`src/rtl/mc_ctrl_pkg.sv`:
```
// Shared types and constants for the multicycle control FSM.
// The MIPS64_EN macro adds LD/SD/DADDI support in the opcode decoder.
package mc_ctrl_pkg;

    typedef enum logic [3:0] {
        StFetch  = 4'd0,
        StDecode = 4'd1,
        StMemAdr = 4'd2,
        StMemRd  = 4'd3,
        StMemWb  = 4'd4,
        StMemWr  = 4'd5,
        StRtExe  = 4'd6,
        StImmExe = 4'd7,
        StAluWb  = 4'd8,
        StBranch = 4'd9,
        StJump   = 4'd10
    } state_e;

    typedef enum logic [2:0] {
        ClsIllegal,
        ClsLoad,
        ClsStore,
        ClsRtype,
        ClsImm,
        ClsBeq,
        ClsBne,
        ClsJump
    } op_class_e;

    localparam logic [5:0] OpRtype = 6'b000000;
    localparam logic [5:0] OpJ     = 6'b000010;
    localparam logic [5:0] OpBeq   = 6'b000100;
    localparam logic [5:0] OpBne   = 6'b000101;
    localparam logic [5:0] OpAddi  = 6'b001000;
    localparam logic [5:0] OpSlti  = 6'b001010;
    localparam logic [5:0] OpAndi  = 6'b001100;
    localparam logic [5:0] OpOri   = 6'b001101;
    localparam logic [5:0] OpDaddi = 6'b011000;
    localparam logic [5:0] OpLb    = 6'b100000;
    localparam logic [5:0] OpLw    = 6'b100011;
    localparam logic [5:0] OpLbu   = 6'b100100;
    localparam logic [5:0] OpSb    = 6'b101000;
    localparam logic [5:0] OpSw    = 6'b101011;
    localparam logic [5:0] OpLd    = 6'b110111;
    localparam logic [5:0] OpSd    = 6'b111111;

    localparam logic [2:0] AluAdd   = 3'b000;
    localparam logic [2:0] AluSub   = 3'b001;
    localparam logic [2:0] AluFunct = 3'b010;
    localparam logic [2:0] AluOr    = 3'b011;
    localparam logic [2:0] AluAnd   = 3'b100;
    localparam logic [2:0] AluSlt   = 3'b101;
    localparam logic [2:0] AluDadd  = 3'b110;

    localparam logic [1:0] MemWord  = 2'b00;
    localparam logic [1:0] MemByteU = 2'b01;
    localparam logic [1:0] MemByteS = 2'b10;
    localparam logic [1:0] MemDword = 2'b11;

    localparam logic [1:0] SrcbRegB  = 2'b00;
    localparam logic [1:0] SrcbFour  = 2'b01;
    localparam logic [1:0] SrcbImm   = 2'b10;
    localparam logic [1:0] SrcbImmSh = 2'b11;

    localparam logic [1:0] PcAlu    = 2'b00;
    localparam logic [1:0] PcAluOut = 2'b01;
    localparam logic [1:0] PcJump   = 2'b10;

    typedef struct packed {
        logic       pcwrite;
        logic       regwrite;
        logic       memwrite;
        logic       iord;
        logic       memtoreg;
        logic       regdst;
        logic       alusrca;
        logic       branch;
        logic       branchne;
        logic [1:0] alusrcb;
        logic [1:0] pcsrc;
        logic [2:0] aluop;
        logic [1:0] memsize;
    } ctrl_t;

    // Control word to hold while sitting in state st; op fields are stable from DECODE on.
    function automatic ctrl_t state_ctrl(state_e st, op_class_e cls, logic [2:0] imm_aluop,
                                         logic [1:0] memsize);
        ctrl_t c;
        c = '0;
        unique case (st)
            StFetch:  c.alusrcb = SrcbFour;
            StDecode: c.alusrcb = SrcbImmSh;
            StMemAdr: begin
                c.alusrca = 1'b1;
                c.alusrcb = SrcbImm;
            end
            StMemRd: begin
                c.iord    = 1'b1;
                c.memsize = memsize;
            end
            StMemWb: begin
                c.memtoreg = 1'b1;
                c.regwrite = 1'b1;
                c.memsize  = memsize;
            end
            StMemWr: begin
                c.iord     = 1'b1;
                c.memwrite = 1'b1;
                c.memsize  = memsize;
            end
            StRtExe: begin
                c.alusrca = 1'b1;
                c.alusrcb = SrcbRegB;
                c.aluop   = AluFunct;
            end
            StImmExe: begin
                c.alusrca = 1'b1;
                c.alusrcb = SrcbImm;
                c.aluop   = imm_aluop;
            end
            StAluWb: begin
                c.regwrite = 1'b1;
                c.regdst   = (cls == ClsRtype);
            end
            StBranch: begin
                c.alusrca  = 1'b1;
                c.alusrcb  = SrcbRegB;
                c.aluop    = AluSub;
                c.pcsrc    = PcAluOut;
                c.branch   = (cls == ClsBeq);
                c.branchne = (cls == ClsBne);
            end
            StJump: begin
                c.pcsrc   = PcJump;
                c.pcwrite = 1'b1;
            end
            default: ;
        endcase
        return c;
    endfunction

endpackage

```
`src/rtl/mc_opdecode.sv`:
```
// Combinational opcode classifier for the multicycle control FSM.
// LD/SD/DADDI are recognised only when MIPS64_EN is defined.
module mc_opdecode
    import mc_ctrl_pkg::*;
(
    input  logic [5:0] op,
    output op_class_e  op_class,
    output logic [2:0] imm_aluop,
    output logic [1:0] memsize,
    output logic       legal
);

    always_comb begin
        op_class  = ClsIllegal;
        imm_aluop = AluAdd;
        memsize   = MemWord;
        case (op)
            OpLw:    op_class = ClsLoad;
            OpLbu: begin
                op_class = ClsLoad;
                memsize  = MemByteU;
            end
            OpLb: begin
                op_class = ClsLoad;
                memsize  = MemByteS;
            end
            OpSw:    op_class = ClsStore;
            OpSb: begin
                op_class = ClsStore;
                memsize  = MemByteS;
            end
            OpRtype: op_class = ClsRtype;
            OpAddi:  op_class = ClsImm;
            OpAndi: begin
                op_class  = ClsImm;
                imm_aluop = AluAnd;
            end
            OpOri: begin
                op_class  = ClsImm;
                imm_aluop = AluOr;
            end
            OpSlti: begin
                op_class  = ClsImm;
                imm_aluop = AluSlt;
            end
            OpBeq:   op_class = ClsBeq;
            OpBne:   op_class = ClsBne;
            OpJ:     op_class = ClsJump;
`ifdef MIPS64_EN
            OpLd: begin
                op_class = ClsLoad;
                memsize  = MemDword;
            end
            OpSd: begin
                op_class = ClsStore;
                memsize  = MemDword;
            end
            OpDaddi: begin
                op_class  = ClsImm;
                imm_aluop = AluDadd;
            end
`endif
            default: ;
        endcase
        legal = (op_class != ClsIllegal);
    end

endmodule

```
`src/rtl/mc_ctrl_fsm.sv`:
```
// Multicycle MIPS control FSM with registered control outputs.
// Define MIPS64_EN to enable the LD/SD/DADDI opcodes.
module mc_ctrl_fsm
    import mc_ctrl_pkg::*;
#(
    parameter bit MEM_HANDSHAKE = 1'b1
) (
    input  logic       clk,
    input  logic       reset,
    input  logic [5:0] op,
    input  logic       mem_ready,
    output logic       pcwrite,
    output logic       irwrite,
    output logic       regwrite,
    output logic       memwrite,
    output logic       iord,
    output logic       memtoreg,
    output logic       regdst,
    output logic       alusrca,
    output logic       branch,
    output logic       branchne,
    output logic [1:0] alusrcb,
    output logic [1:0] pcsrc,
    output logic [2:0] aluop,
    output logic [1:0] memsize,
    output logic       illegal_op,
    output logic [3:0] state_o
);

    state_e    state_q, state_d;
    ctrl_t     ctrl_q, ctrl_d;
    op_class_e op_class;
    logic [2:0] imm_aluop;
    logic [1:0] dec_memsize;
    logic       legal;
    logic       ready;
    logic       fetch_go;

    mc_opdecode u_opdecode (
        .op        (op),
        .op_class  (op_class),
        .imm_aluop (imm_aluop),
        .memsize   (dec_memsize),
        .legal     (legal)
    );

    assign ready = MEM_HANDSHAKE ? mem_ready : 1'b1;

    always_comb begin
        state_d = state_q;
        unique case (state_q)
            StFetch:  state_d = ready ? StDecode : StFetch;
            StDecode: begin
                case (op_class)
                    ClsLoad, ClsStore: state_d = StMemAdr;
                    ClsRtype:          state_d = StRtExe;
                    ClsImm:            state_d = StImmExe;
                    ClsBeq, ClsBne:    state_d = StBranch;
                    ClsJump:           state_d = StJump;
                    default:           state_d = StFetch;
                endcase
            end
            StMemAdr: state_d = (op_class == ClsLoad) ? StMemRd : StMemWr;
            StMemRd:  state_d = ready ? StMemWb : StMemRd;
            StMemWr:  state_d = ready ? StFetch : StMemWr;
            StRtExe,
            StImmExe: state_d = StAluWb;
            default:  state_d = StFetch;
        endcase
        ctrl_d = state_ctrl(state_d, op_class, imm_aluop, dec_memsize);
    end

    // Outputs are registered alongside the state so they change only with it.
    always_ff @(posedge clk or negedge reset) begin
        if (!reset) begin
            state_q         <= StFetch;
            ctrl_q          <= '0;
            ctrl_q.alusrcb  <= SrcbFour;
        end else begin
            state_q <= state_d;
            ctrl_q  <= ctrl_d;
        end
    end

    // Fetch strobes follow mem_ready within the cycle, so they cannot be registered.
    assign fetch_go   = (state_q == StFetch) && reset && ready;
    assign irwrite    = fetch_go;
    assign pcwrite    = ctrl_q.pcwrite | fetch_go;
    assign illegal_op = (state_q == StDecode) && !legal;

    assign regwrite = ctrl_q.regwrite;
    assign memwrite = ctrl_q.memwrite;
    assign iord     = ctrl_q.iord;
    assign memtoreg = ctrl_q.memtoreg;
    assign regdst   = ctrl_q.regdst;
    assign alusrca  = ctrl_q.alusrca;
    assign branch   = ctrl_q.branch;
    assign branchne = ctrl_q.branchne;
    assign alusrcb  = ctrl_q.alusrcb;
    assign pcsrc    = ctrl_q.pcsrc;
    assign aluop    = ctrl_q.aluop;
    assign memsize  = ctrl_q.memsize;
    assign state_o  = state_q;

endmodule

```
`config.mk`:
```
export PLATFORM = sky130hd
export DESIGN_NAME = mc_ctrl_fsm
export DESIGN_NICKNAME = d
export VERILOG_FILES = /design/src/rtl/mc_ctrl_pkg.sv /design/src/rtl/mc_opdecode.sv /design/src/rtl/mc_ctrl_fsm.sv
export SDC_FILE = /design/constraint.sdc
export NUM_CORES = 1
export LEC_CHECK = 0
export BUFFER_PORTS_ARGS = -buffer_cell sky130_fd_sc_hd__buf_2
export CAP_MARGIN = 40
export CORE_MARGIN = 2
export CORE_UTILIZATION = 54
export CTS_CLUSTER_SIZE = 14
export DETAILED_ROUTE_END_ITERATION = 8
export PLACE_DENSITY_LB_ADDON = 0.2
export SLEW_MARGIN = 5
export SYNTH_ARGS = -nofsm -noshare
export SYNTH_HDL_FRONTEND = slang
export SYNTH_SLANG_ARGS = --single-unit
```
`constraint.sdc`:
```
create_clock -name clk -period 4.79 [get_ports clk]
set_input_delay 0.7185 -clock clk [delete_from_list [all_inputs] [get_ports clk]]
set_output_delay 0.7185 -clock clk [all_outputs]
set_load 0.02 [all_outputs]
```
* Word level (Yosys, flattened, before mapping)
Index checks and enable logic that the tools add are counted.
** Operators by class
- Eq/ne operators :: 35
- Reductions and logical operators :: 20
- Bitwise gates (word level) :: 1
- Multiplexer cells :: 21
** Operator list (number)
- $eq A6 B6 Y1 const B :: 5
- $eq A4 B3 Y1 const B :: 7
- $eq A6 B4 Y1 const B :: 4
- $pmux W4 S6 :: 1
- $pmux W3 S7 :: 1
- $pmux W4 S5 :: 1
- $pmux W3 S3 :: 2
- $eq A4 B2 Y1 const B :: 4
- $reduce_or A2 Y1 :: 8
- $eq A3 B3 Y1 const B :: 4
- $eq A4 B4 Y1 const B :: 3
- $eq A6 B3 Y1 const B :: 2
- $mux W3 :: 3
- $eq A4 B1 Y1 const B :: 2
- $logic_not A4 Y1 :: 2
- $mux W1 :: 8
- $pmux W2 S2 :: 2
- $reduce_or A4 Y1 :: 2
- $eq A3 B2 Y1 const B :: 2
- $eq A6 B2 Y1 const B :: 1
- $logic_not A6 Y1 :: 1
- $pmux W2 S3 :: 1
- $reduce_or A3 Y1 :: 2
- $mux W2 :: 2
- other kinds (5) :: 7
** Storage, ports and cells
- Logic and storage cells :: 91
- Bits of input ports :: 9
- Register bits after elaboration :: 22
- Output and inout port bits :: 24

* Longest topological paths before layout
- Word-level depth :: 10
- Depth in mapped cells :: 8
- Mapped depth without buffers :: 7

* Modules after synthesis
A second synthesis with hierarchy kept.
** Unflattened totals
- Cell total of the unflattened synthesis :: 125
- Area total of the unflattened synthesis :: 1214.9 um^2
** Modules (own cells, without submodules)
- mc_ctrl_fsm :: cells each 90, seq. area each 526.8 um^2, area an instance 1004.7 um^2, instances 1
- mc_opdecode :: cells each 35, seq. area each 0.0 um^2, area an instance 210.2 um^2, instances 1

* Worst setup path before layout
No wires, ideal clock.
- Path type :: input-to-output
- From :: input op[1]
- To :: output illegal_op
- Slack :: 2.249 ns
- Buffers on the path :: 1
- Required time :: 4.072 ns
- Arrival :: 1.823 ns
- Stages :: 7
- Path through :: buf_2 or2_2 a21oi_1 nor2_1 nor2_1 nor2_1 nor2_1
** Between the ends
- Cells in the longest elaborated chain, start to end :: 6
- Elaborated cells between the ends (all ways) :: 20
- Those cells by class :: eq/ne (12); mux (1); reduce/logical (7)
** Ends and longest elaborated chain
- start: declaration :: line mc_ctrl_fsm.sv:10 : input logic [5:0] op,
- $eq A6 B4 Y1 or $eq A6 B6 Y1 (tied branches) :: line mc_opdecode.sv:17 : case (op)
- $reduce_or A4 Y1 (no line) (tied with other cells)
- $pmux W3 S7 * :: line mc_opdecode.sv:17
- $reduce_bool A3 Y1 * :: line mc_opdecode.sv:65 : legal = (op_class != ClsIllegal);
- $logic_not A1 Y1 * :: line mc_ctrl_fsm.sv:89 : assign illegal_op = (state_q == StDecode) && !legal;
- $logic_and A1 B1 Y1 * :: line mc_ctrl_fsm.sv:89
- end: declaration :: line mc_ctrl_fsm.sv:26 : output logic illegal_op,
Every way passes the cells marked *; elsewhere a longest branch is shown, timed or not.

* Worst setup path after layout
Same ends and word-level chain as after synthesis.

==> out/qor.yml <==
outcome: "complete, no violations"
yosys-top-cells-count: "dfrtp_1 (20), nor2_1 (14), a21oi_1 (6), inv_1 (6), nand2b_1 (6)"
cts_tree: "yes"
grt-ovfl-total: 0
ys_seq_area_share_pct: 45.6
numClockSinks: 21
instances_no_fill: 178
grt_pass1_vias: 960
powerDensity_nw_per_um2: 456
clkSlewWorstSetupHoldPaths_ns: 0.12
fp.dieW_um: 50.3
cts.root.buffer_cell: "clkbuf_4"
cts_hold_buf: 0
core_area_um2: 1980
reg2reg_slack_ns: 2.81
avgSynthCellArea_um2: 9.40
synthesis.area_um2: 1160
postCtsSetupRepairBufs: 0
critPathKind: "input port to primary output"
final_nets: 161
hold_viol: 0
die_area_um2: 2530
reg2regPathDepth: 5
grt_first_pass_wirelength_mm: 4.29
hp-class: "input port to async pin"
synth_area_leader_cell: "dfrtp_1"
rsz0062_at_grt: "false"
initialDrtViolationCount: 17
row_count: 16
grt_max_degree: 23
synth_compound_area_share_pct: 14.7
power.leakage_nw: 0.696
antenna_found_initial: 0
cts_buffer_depth: 2
synth_ff_type: "dfrtp_1"
fin_crit_ns: 2.60
fin_crit_sh_pct: 54.3
ant_nets: 0
arrival_ns: 1.88
yosysWarnings: 0
place.gp.congestion: 0.907
regToRegEndpoint: "aluop[0]$_DFF_PN0_"
startpoint_type: "input port"
peakVddDrop_v: 0.000281
worstPathMaxFanout: 11
synth_fp_nets: 132
endpoint_kind: "primary output"
post_drt_wl_per_cell_um: 13.9
cts-resized-gates: 0
synthAdderAreaFrac_pct: 0
clk_latency_ns: 0.30
die_y_um: 50.3
synth_top_area_share_pct: 43.3
r2r-start: "state_o[1]$_DFF_PN0_"
async_flop_share_pct: 100
tightest_slew_ns: 0.452
synthTopCellsByArea: "dfrtp_1 (43%), nor2_1 (4.5%), nand2b_1 (3.2%)"
drt-vias-per-instance: 5.69
skew_ns: 0.00496
track_usage_pct: 22.2
synthMuxAreaShare_pct: 0
io_buffer_count: 32
fin_tns_setup_ns: 0
yosys.cell_types.count: 44
routed_wl_mm: 2.47
cts_made_buffers: 3
drt_first_pass_iters: 4
slew_violations: 0
area_growth_pct: 15.0
max_freq_ghz: 0.385
dp.cells: 174
drive_above_1_share_pct: 32.5
crit_required_ns: 4.07
relSlewSlack_pct: 69.9
dp_hpwl_mm: 1.83
synthXorXnorAreaFrac_pct: 0
pin_count: 33
syn_inst: 123
initial_core_util_pct: 58.3
synthSimpleGateAreaFrac_pct: 33.7
synth_edf_count: 0
htree_levels: 1
antenna-diode-count: 0
fin_util_pct: 67.1
setup_viol: 0
ys_seq_elements: 21
vias: 1013
cap_violations: 0
synth_most_common_cell: "dfrtp_1"
synth_top_family_by_area: "simple AND/OR/NAND/NOR gates"
drc_errors: 0
## layout by cell type, fill, tap and decap left out, types with 2 or more instances in the layout
cell | netlist | routed
inv_1 | 6 | 6
nand2_1 | 5 | 5
nor3_1 | 5 | 5
nor2_1 | 14 | 14
or2_2 | 4 | 4
nor2b_1 | 3 | 3
o21ai_0 | 2 | 2
nor3b_1 | 3 | 3
clkbuf_4 | 0 | 3
nor4b_1 | 2 | 2
o21ai_1 | 2 | 2
and3_1 | 2 | 2
dfrtp_1 | 20 | 20
a211oi_1 | 3 | 3
a21oi_1 | 6 | 6
and2_1 | 2 | 2
nand2b_1 | 6 | 6
nand3b_1 | 2 | 2
nand3_1 | 5 | 5
buf_2 | 5 | 32
or2_1 | 2 | 2
## state kept, by name, indices dropped and copies added, names as in the netlist
| register | count |
|---|---|
| state_o | 4 |
| aluop | 3 |
| alusrcb | 2 |
| memsize | 2 |
| pcsrc | 2 |
| alusrca | 1 |
| branch | 1 |
| branchne | 1 |
| iord | 1 |
| memtoreg | 1 |
| memwrite | 1 |
| regdst | 1 |
| regwrite | 1 |
## cell type report
cell class | count | area, µm²
clock inverter | 1 | 5.00
sequential | 21 | 527
clock buffer | 3 | 22.5
timing repair buffer | 32 | 160
fill | 160 | 652
tap | 27 | 33.8
inverter | 6 | 22.5
multi-input combinational | 88 | 559
## critical path: stages
cell	delay [ns]
buf_2	0.15
or2_2	0.32
a21oi_1	0.24
nor2_1	0.06
nor2_1	0.09
nor2_1	0.05
nor2_1	0.08
buf_2	0.17
## cells by family (layout without fill, tap and decap cells)
logic type             Yosys count  in the layout
AND/OR/NAND/NOR                 65             65
buffers and inverters           14             42
AO/OA/AOI/OAI                   23             23
flip-flops                      21             21
## worst max path at each step
stage	startpoint	to	slack, ns
finish	op[1]	illegal_op	2.19
global route	op[2]	illegal_op	2.02
CTS	op[1]	illegal_op	2.21
detailed placement	op[1]	illegal_op	2.21
global placement	op[1]	illegal_op	2.27
floorplan	op[1]	illegal_op	2.25
## power by group
group          total (mW)  internal (mW)  switching [mW]
sequential          0.245          0.215          0.0304
clock              0.0842         0.0311          0.0531
combinational       0.278          0.101           0.177
total               0.607          0.347           0.260
## routing by layer
metal | track usage [%] | share of wire [%]
met4 | 9.26 | 1.5
met3 | 3.27 | 4.9
met1 | 28.8 | 44
met5 | 0 | 0
met2 | 36.8 | 50
## through the flow
step | total power [mW] | cell area [µm²] | hold slack [ns] | setup slack [ns]
detailed placement | 0.524 | 1300 | 0.607 | 2.21
finish | 0.607 | 1330 | 0.344 | 2.19
floorplan | 0.448 | 1160 | 0.423 | 2.25
CTS | 0.609 | 1330 | 0.354 | 2.21
global placement | 0.517 | 1300 | 0.594 | 2.27
global route | 0.649 | 1330 | 0.369 | 2.02
Note: power is estimated with default switching activity, not from simulation.
